===== src/rtl/mult_block_host.sv =====
// mult_block_host
// ---------------
// Self-test master for the block multiplier. A run fills the multiplier
// with BLOCK_DEPTH operand pairs (idx, k), then requests a block read-back
// and checks every returned product against idx*k computed locally.
// A watchdog aborts the read-back if the responder goes quiet.
//
// Ports:
//   CLK, rst         rising-edge clock, synchronous active-high reset
//   start, k         run request (accepted in IDLE only) and second operand
//   RDY_mult         multiplier accepts a pair this cycle
//   VALID_memVal     memVal_data carries a stored product this cycle
//   memVal_data      returned product
//   EN_mult          pair on mult_input0/1 is offered
//   mult_input0/1    operand n (pair index) / operand k (latched)
//   EN_blockRead     block read-back request
//   busy, done       run in progress / one-cycle end-of-run pulse
//   pass, timeout    run verdict / watchdog abort (sticky until next start)
//   err_count        product mismatches, saturating at 64
//   checksum         sum of accepted read-back words, mod 2^32
module mult_block_host #(
  parameter int BLOCK_DEPTH = 64,
  parameter int TIMEOUT     = 256
) (
  input  logic        CLK,
  input  logic        rst,
  input  logic        start,
  input  logic [15:0] k,
  input  logic        RDY_mult,
  input  logic        VALID_memVal,
  input  logic [31:0] memVal_data,
  output logic        EN_mult,
  output logic [15:0] mult_input0,
  output logic [15:0] mult_input1,
  output logic        EN_blockRead,
  output logic        busy,
  output logic        done,
  output logic        pass,
  output logic        timeout,
  output logic [6:0]  err_count,
  output logic [31:0] checksum
);

  localparam int IDX_W = $clog2(BLOCK_DEPTH);
  localparam int WD_W  = $clog2(TIMEOUT + 1);
  localparam logic [IDX_W-1:0] IDX_LAST = IDX_W'(BLOCK_DEPTH - 1);
  localparam logic [IDX_W-1:0] IDX_ONE  = IDX_W'(1);
  localparam logic [WD_W-1:0]  WD_LAST  = WD_W'(TIMEOUT - 1);
  localparam logic [WD_W-1:0]  WD_ONE   = WD_W'(1);
  localparam logic [6:0]       ERR_SAT  = 7'd64;

  typedef enum logic [2:0] {
    S_IDLE   = 3'd0,
    S_FILL   = 3'd1,
    S_REQ    = 3'd2,
    S_DRAIN  = 3'd3,
    S_FINISH = 3'd4
  } state_t;

  state_t           state_q, state_d;
  logic [IDX_W-1:0] idx_q, idx_d;
  logic [15:0]      k_q, k_d;
  logic [WD_W-1:0]  wd_q, wd_d;
  logic             en_mult_q, en_mult_d;
  logic             en_br_q, en_br_d;
  logic             busy_q, busy_d;
  logic             done_q, done_d;
  logic             pass_q, pass_d;
  logic             timeout_q, timeout_d;
  logic [6:0]       err_q, err_d;
  logic [31:0]      sum_q, sum_d;
  logic [31:0]      expected_s;

  // Full 32-bit product of zero-extended operands.
  function automatic logic [31:0] product_f(input logic [IDX_W-1:0] n,
                                            input logic [15:0] kv);
    return 32'(n) * 32'(kv);
  endfunction

  // Next-state logic for the run sequencer, counters and registered outputs.
  always_comb begin
    state_d    = state_q;
    idx_d      = idx_q;
    k_d        = k_q;
    wd_d       = wd_q;
    en_mult_d  = en_mult_q;
    en_br_d    = en_br_q;
    busy_d     = busy_q;
    done_d     = 1'b0;
    pass_d     = pass_q;
    timeout_d  = timeout_q;
    err_d      = err_q;
    sum_d      = sum_q;
    expected_s = product_f(idx_q, k_q);

    case (state_q)
      S_IDLE: begin
        // A start coinciding with the done pulse is dropped on purpose.
        if (start && !done_q) begin
          k_d       = k;
          err_d     = 7'd0;
          sum_d     = 32'd0;
          timeout_d = 1'b0;
          pass_d    = 1'b0;
          idx_d     = '0;
          wd_d      = '0;
          en_mult_d = 1'b1;
          busy_d    = 1'b1;
          state_d   = S_FILL;
        end else begin
          state_d = S_IDLE;
        end
      end

      S_FILL: begin
        // Without RDY_mult the same pair stays on the bus.
        if (en_mult_q && RDY_mult) begin
          if (idx_q == IDX_LAST) begin
            idx_d     = '0;
            en_mult_d = 1'b0;
            en_br_d   = 1'b1;
            wd_d      = '0;
            state_d   = S_REQ;
          end else begin
            idx_d = idx_q + IDX_ONE;
          end
        end else begin
          en_mult_d = 1'b1;
        end
      end

      S_REQ, S_DRAIN: begin
        // The beat that ends REQ is data beat 0, so both states share checking.
        if (VALID_memVal) begin
          wd_d    = '0;
          en_br_d = 1'b0;
          sum_d   = sum_q + memVal_data;
          if ((memVal_data != expected_s) && (err_q != ERR_SAT)) begin
            err_d = err_q + 7'd1;
          end else begin
            err_d = err_q;
          end
          if (idx_q == IDX_LAST) begin
            idx_d   = '0;
            state_d = S_FINISH;
          end else begin
            idx_d   = idx_q + IDX_ONE;
            state_d = S_DRAIN;
          end
        end else if (wd_q == WD_LAST) begin
          wd_d      = '0;
          idx_d     = '0;
          timeout_d = 1'b1;
          en_br_d   = 1'b0;
          state_d   = S_FINISH;
        end else begin
          wd_d = wd_q + WD_ONE;
        end
      end

      S_FINISH: begin
        pass_d  = (err_q == 7'd0) && !timeout_q;
        done_d  = 1'b1;
        busy_d  = 1'b0;
        state_d = S_IDLE;
      end

      default: begin
        state_d   = S_IDLE;
        en_mult_d = 1'b0;
        en_br_d   = 1'b0;
        busy_d    = 1'b0;
      end
    endcase
  end

  // State and output registers with synchronous reset.
  always_ff @(posedge CLK) begin
    if (rst) begin
      state_q   <= S_IDLE;
      idx_q     <= '0;
      k_q       <= 16'd0;
      wd_q      <= '0;
      en_mult_q <= 1'b0;
      en_br_q   <= 1'b0;
      busy_q    <= 1'b0;
      done_q    <= 1'b0;
      pass_q    <= 1'b0;
      timeout_q <= 1'b0;
      err_q     <= 7'd0;
      sum_q     <= 32'd0;
    end else begin
      state_q   <= state_d;
      idx_q     <= idx_d;
      k_q       <= k_d;
      wd_q      <= wd_d;
      en_mult_q <= en_mult_d;
      en_br_q   <= en_br_d;
      busy_q    <= busy_d;
      done_q    <= done_d;
      pass_q    <= pass_d;
      timeout_q <= timeout_d;
      err_q     <= err_d;
      sum_q     <= sum_d;
    end
  end

  assign EN_mult      = en_mult_q;
  assign mult_input0  = 16'(idx_q);
  assign mult_input1  = k_q;
  assign EN_blockRead = en_br_q;
  assign busy         = busy_q;
  assign done         = done_q;
  assign pass         = pass_q;
  assign timeout      = timeout_q;
  assign err_count    = err_q;
  assign checksum     = sum_q;

endmodule


===== config.mk =====
export PLATFORM = sky130hd
export DESIGN_NAME = mult_block_host
export DESIGN_NICKNAME = d
export VERILOG_FILES = /design/src/rtl/mult_block_host.sv
export SDC_FILE = /design/constraint.sdc
export NUM_CORES = 1
export LEC_CHECK = 0
export ABC_AREA = 1
export CAP_MARGIN = 20
export CORE_AREA = 2 2 126 128
export CTS_CLUSTER_SIZE = 24
export DETAILED_ROUTE_END_ITERATION = 8
export DIE_AREA = 0 0 128 130
export GPL_TIMING_DRIVEN = 0
export PLACE_DENSITY_LB_ADDON = 0.1
export SLEW_MARGIN = 25
export SYNTH_ARGS = -nofsm -noshare
export SYNTH_HDL_FRONTEND = slang
export SYNTH_SLANG_ARGS = --single-unit

===== constraint.sdc =====
create_clock -name CLK -period 6.26 [get_ports CLK]
set_input_delay 1.252 -clock CLK [delete_from_list [all_inputs] [get_ports CLK]]
set_output_delay 1.252 -clock CLK [all_outputs]
set_load 0.005 [all_outputs]

# After elaboration in Yosys (flattened, before gate mapping)
# Index checks and enable logic that the tools add are counted.
[totals]
romBits = 0
word_cells = 105
memories = 0
output_inout_bits = 77
latchBits = 0
reg_bits = 79
ramBits = 0
[classes]
mul = 1
eq_ne = 17
reduce_logical = 26
shift = 0
magnitude_cmp = 0
mux = 42
add_sub_neg = 4
bitwise = 3
div_mod_pow = 0
[ops]
columns = ["op", "count"]
rows = [
  ["$mux 32", 2],
  ["$pmux 32 s2", 1],
  ["$mux 9", 5],
  ["$add 32x32->32", 1],
  ["$ne 32x22->1", 1],
  ["$mux 6", 5],
  ["$pmux 9 s3", 1],
  ["$mul 6x16->22", 1],
  ["$mux 7", 3],
  ["$reduce_and 4->1", 5],
  ["$pmux 6 s3", 1],
  ["$mux 3", 5],
  ["$ne 2x2->1 const B", 7],
  ["$pmux 7 s2", 1],
  ["$mux 1", 12],
  ["$add 9x1->9 const B", 1],
  ["$eq 9x8->1 const B", 1],
  ["$pmux 3 s3", 1],
  ["$reduce_and 3->1", 3],
  ["$add 7x1->7 const B", 1],
  ["$logic_not 7->1", 1],
  ["$ne 7x7->1 const B", 1],
  ["$add 6x1->6 const B", 1],
  ["$eq 3x2->1 const B", 2],
  ["15 further kinds", 30],
]

# Depth between registers and ports, before layout
[depth]
word_depth = 6
mapped_depth = 31

# Worst setup path before layout
# No wires, ideal clock.
[synth_timing]
path_kind = "flip-flop to flip-flop"
startpoint = "reg idx_q[2]"
endpoint = "reg err_q[5] (netlist: err_count[5])"
t_arrival_ns = 4.295
slack_ns = 1.850
synth_period_minus_slack_ns = 4.410
path_stages_with_launch = 26
cell_sequence = "dfxtp_1 -> clkbuf_1 -> buf_1 -> nand2_1 -> fa_1 -> fa_1 -> fa_1 -> inv_1 -> ha_1 -> nand2_1 -> inv_1 -> a21oi_1 -> nand2_2 -> nand2_1 -> nand3_1 -> nand3_1 -> nand2_1 -> nor2_1 -> nand2_1 -> nor2_1 -> nand2_2 -> nand3_2 -> buf_6 -> nand3_1 -> nand2_1 -> nor2_1"
[synth_between]
elab_chain_cells = 5
[synth_rtl]
columns = ["item", "line", "source"]
rows = [
  ["start: declaration", "61", "logic [IDX_W-1:0] idx_q, idx_d;"],
  ["start signal: assignment", "194", "idx_q <= idx_d;"],
  ["$mul 6x16->22", "77", "return 32'(n) * 32'(kv);"],
  ["$ne 32x22->1", "138", "if ((memVal_data != expected_s) && (err_q != ERR_SAT)) begin"],
  ["$logic_and 1x1->1", "138", ""],
  ["$ne 2x2->1 (no source line)", "-", ""],
  ["$reduce_and 4->1 (no source line)", "-", ""],
  ["end signal: assignment", "203", "err_q <= err_d;"],
  ["end: declaration", "70", "logic [6:0] err_q, err_d;"],
]
# No other way between the ends.
# A chain may end at the register's enable or synchronous reset.

# Worst setup path after layout
# Same ends and word-level chain as after synthesis.

==> qor.csv <==
stage,metric,value,unit
run_status,status,completed,
layout,number_of_filler_instances_in_the_final_layout,1466,
sta,max_transition_margin,56.4,%
sta,setup_viol,0,
global_routing,largest_net_degree_at_the_start_of_global_routing,17,
logic_synthesis,ys_top_cells_by_count,"358 x nand2_1, 195 x inv_1, 132 x nor2_1",
power,finalPower,1.75,mW
placement,finalWeightedCongestion,0.955,
clock_network,ctsLongestPathBuffers,2,
global_routing,grt_first_pass_wirelength,39.2,mm
sta,setup-tns-final,0,ps
logic_synthesis,netlist.area_leader.share,18.8,%
run,max_cap_violations,0,
logic_synthesis,ys_top_cells_by_area,"dfxtp_1 19%, nand2_1 16%, fa_1 14%, ha_1 9.7%, inv_1 8.7%",
sta,worst_clock_skew,9.60,ps
logic_synthesis,yosysSeqAreaShare,18.8,%
setup_path,max_stage_delay,590,ps
sta,finalCriticalPeriod,5370,ps
hold_path,worstHoldPathType,reg -> reg,
power,powerDensity,171,mW/mm2
floorplan,core_region_area,0.0154,mm2
clock_network,clockRootBuffer,clkbuf_16,
sta,fmax,0.186,GHz
clock_network,cts_resized,0,
logic_synthesis,synth_warn,0,
power,share_seq_of_total_power,34.1,%
floorplan,die_h,130,um
global_routing,grtUsageTotal,29.5,%
placement,post_place_setup_slack,932,ps
floorplan,fp.dieW,128,um
placement,hpwl,19.2,mm
setup_path,critPathSlowestCell,fa_1,
floorplan,boundaryPins,130,
detailed_routing,met2RoutedLength,10.7,mm
layout,n_antenna_cell,0,
logic_synthesis,avgSynthCellArea,6.50,um2
detailed_routing,route.antenna.remaining_nets,0,
layout,fin_nets,1609,
clock_network,postCtsHoldBufs,0,
power,power_switching,623,uW
sta,rsz0062_at_grt,false,
setup_path,required,6520,ps
sta,hold-worst-slack,445,ps
power,net_switching_share_of_the_total_power,35.6,%
clock_network,clock_net_sink_count,79,
layout,area.growth.synth_to_final,21.4,%
setup_path,critical_path.max_fanout,10,
detailed_routing,drtIter0Drc,540,
logic_synthesis,synth_area_leader_cell,dfxtp_1,
sta,hold_viol_final,0,
logic_synthesis,ys_dominant_reg_cell,dfxtp_1,
floorplan,placement_rows,46,
logic_synthesis,synth_edf_count,0,
detailed_routing,route.vias.total,8650,
setup_path,path_class,reg -> reg,
detailed_routing,met3WireLength,1.60,mm
setup_path,reg2reg_setup_slack,890,ps
global_routing,vias_in_the_first_global_route,8212,
layout,final_util,66.2,%
sta,final_max_slew_viol_count,0,
power,power.combinational.fraction,31.4,%
placement,placedInstanceArea,0.00988,mm2
sta,final_critical_path_setup_slack,893,ps
layout,fin_area,0.0102,mm2
floorplan,die-area,0.0166,mm2
logic_synthesis,ffs_latches_synth,79,
global_routing,grt.overflow.total,0,
clock_network,worstSkewPairLatency,360,ps
clock_network,cts_tree,built,
sta,fin_crit_sh,85.7,%
logic_synthesis,post_synth_instance_area,0.00842,mm2
power,p_int,1.13,mW
placement,dp.cells,1614,
layout,finalNonFillerCells,1630,
layout,drive_gt1_share,3.41,%
detailed_routing,post-route-drc-count,0,
detailed_routing,route.final.wire_length,23.5,mm
detailed_routing,wirelength_met1,10.7,mm
setup_path,critical_path.most_common_cell,nand2_1,
global_routing,antenna_found_initial,0,
power,vdd_ir_drop_max,0.000151,V
clock_network,cts.repair_timing.setup_buffer_count,0,
detailed_routing,top_signal_layer_used,met4,
floorplan,initial_utilization,54.6,%
logic_synthesis,syn_inst,1294,
setup_path,crit_arrival,5630,ps
detailed_routing,routed_via_density,5.31,
detailed_routing,firstDrtPassIters,8,
logic_synthesis,synthMostInstantiatedCell,nand2_1,
logic_synthesis,async_flop_share,0,%
power,clock_power_share,34.6,%
sta,max_slew.worst_pin.slew,654,ps
logic_synthesis,synth_cell_types,42,
setup_path,type_of_element_launching_the_critical_path,register,
power,p_leak,4.81,nW
clock_network,clock_slew_at_reported_path_ffs,70,ps
detailed_routing,routed_length_per_instance,14.4,um
clock_network,total_cts_buffers,9,
clock_network,ctsHtreeMaxLevel,3,
setup_path,crit_path_end_kind,register,
placement,buffer_ports.inserted,119,
## cells by family after synthesis
group / Yosys count / share of synthesized area, %
other: 1 / 0.0446
buffers and inverters: 239 / 11.2
xor gates and xnor gates: 20 / 2.08
adders and majority gates: 123 / 23.5
and+or+nand+nor: 607 / 29.7
DFF: 79 / 18.8
AOI/OAI and AO/OA: 225 / 14.7
## final cells by class
class | instances | area [um2] | share of cell area, %
clock buffer | 9 | 225 | 2.20
tap | 192 | 240 | 2.35
inverter | 198 | 743 | 7.28
multi-input combinational | 985 | 5920 | 58.0
buffer | 41 | 200 | 1.96
sequential | 79 | 1580 | 15.5
clock inverter | 7 | 109 | 1.07
timing repair buffer | 119 | 1190 | 11.7
## metal layers
layer	global-route usage (%)	up-vias
met5	0	-
met4	10.5	0
met3	5.33	40
met2	48.4	259
met1	39.5	3958
li1	-	4393
## placed cells by master (no fill, tap or decap), types with 5 or more instances in the layout
| cell type | count |
|---|---|
| conb_1 | 10 |
| nand3_1 | 56 |
| buf_4 | 10 |
| clkdlybuf4s50_1 | 119 |
| o21a_1 | 5 |
| nor2_1 | 132 |
| nand4_1 | 13 |
| inv_1 | 195 |
| dfxtp_1 | 79 |
| a21oi_1 | 123 |
| o21ai_0 | 61 |
| nand2_1 | 358 |
| clkbuf_1 | 25 |
| fa_1 | 58 |
| nor3_1 | 19 |
| clkbuf_16 | 9 |
| ha_1 | 65 |
| xor2_1 | 13 |
| nand3b_1 | 6 |
| xnor2_1 | 7 |
| or2_2 | 8 |
| a31oi_1 | 8 |
## sequential cells by signal, summed over array words and instances, names as in the netlist
register and flops:
EN_mult 1, pass 1, mult_input1 16, state_q 3, EN_blockRead 1, busy 1
checksum 32, wd_q 9, err_count 7, timeout 1, done 1, idx_q 6
## critical path: cells and delay by family (launching register included)
kind,cells,cell delay [ps]
adders and majority gates,4,1950
and+or+nand+nor,18,1800
DFF,1,400
buffers and inverters,4,1110
## power groups by stage
stage          logic [mW]  clock network, mW  registers, mW
2_1_floorplan       0.336                  0          0.592
3_3_place_gp        0.539                  0          0.605
3_5_place_dp        0.545                  0          0.606
4_1_cts             0.549              0.614          0.594
5_1_grt             0.620              0.627          0.601
6_report            0.549              0.604          0.595
## final timing paths
path | startpoint | end | cells after the start
max | idx_q[2]$_SDFFE_PP0P_ | err_count[5]$_SDFFE_PP0P_ | 26
max reg2reg | idx_q[2]$_SDFFE_PP0P_ | err_count[5]$_SDFFE_PP0P_ | 26
min reg2reg | wd_q[8]$_SDFFE_PP0P_ | wd_q[8]$_SDFFE_PP0P_ | 2
min | wd_q[8]$_SDFFE_PP0P_ | wd_q[8]$_SDFFE_PP0P_ | 2
Power figures use the tool's default switching activity.
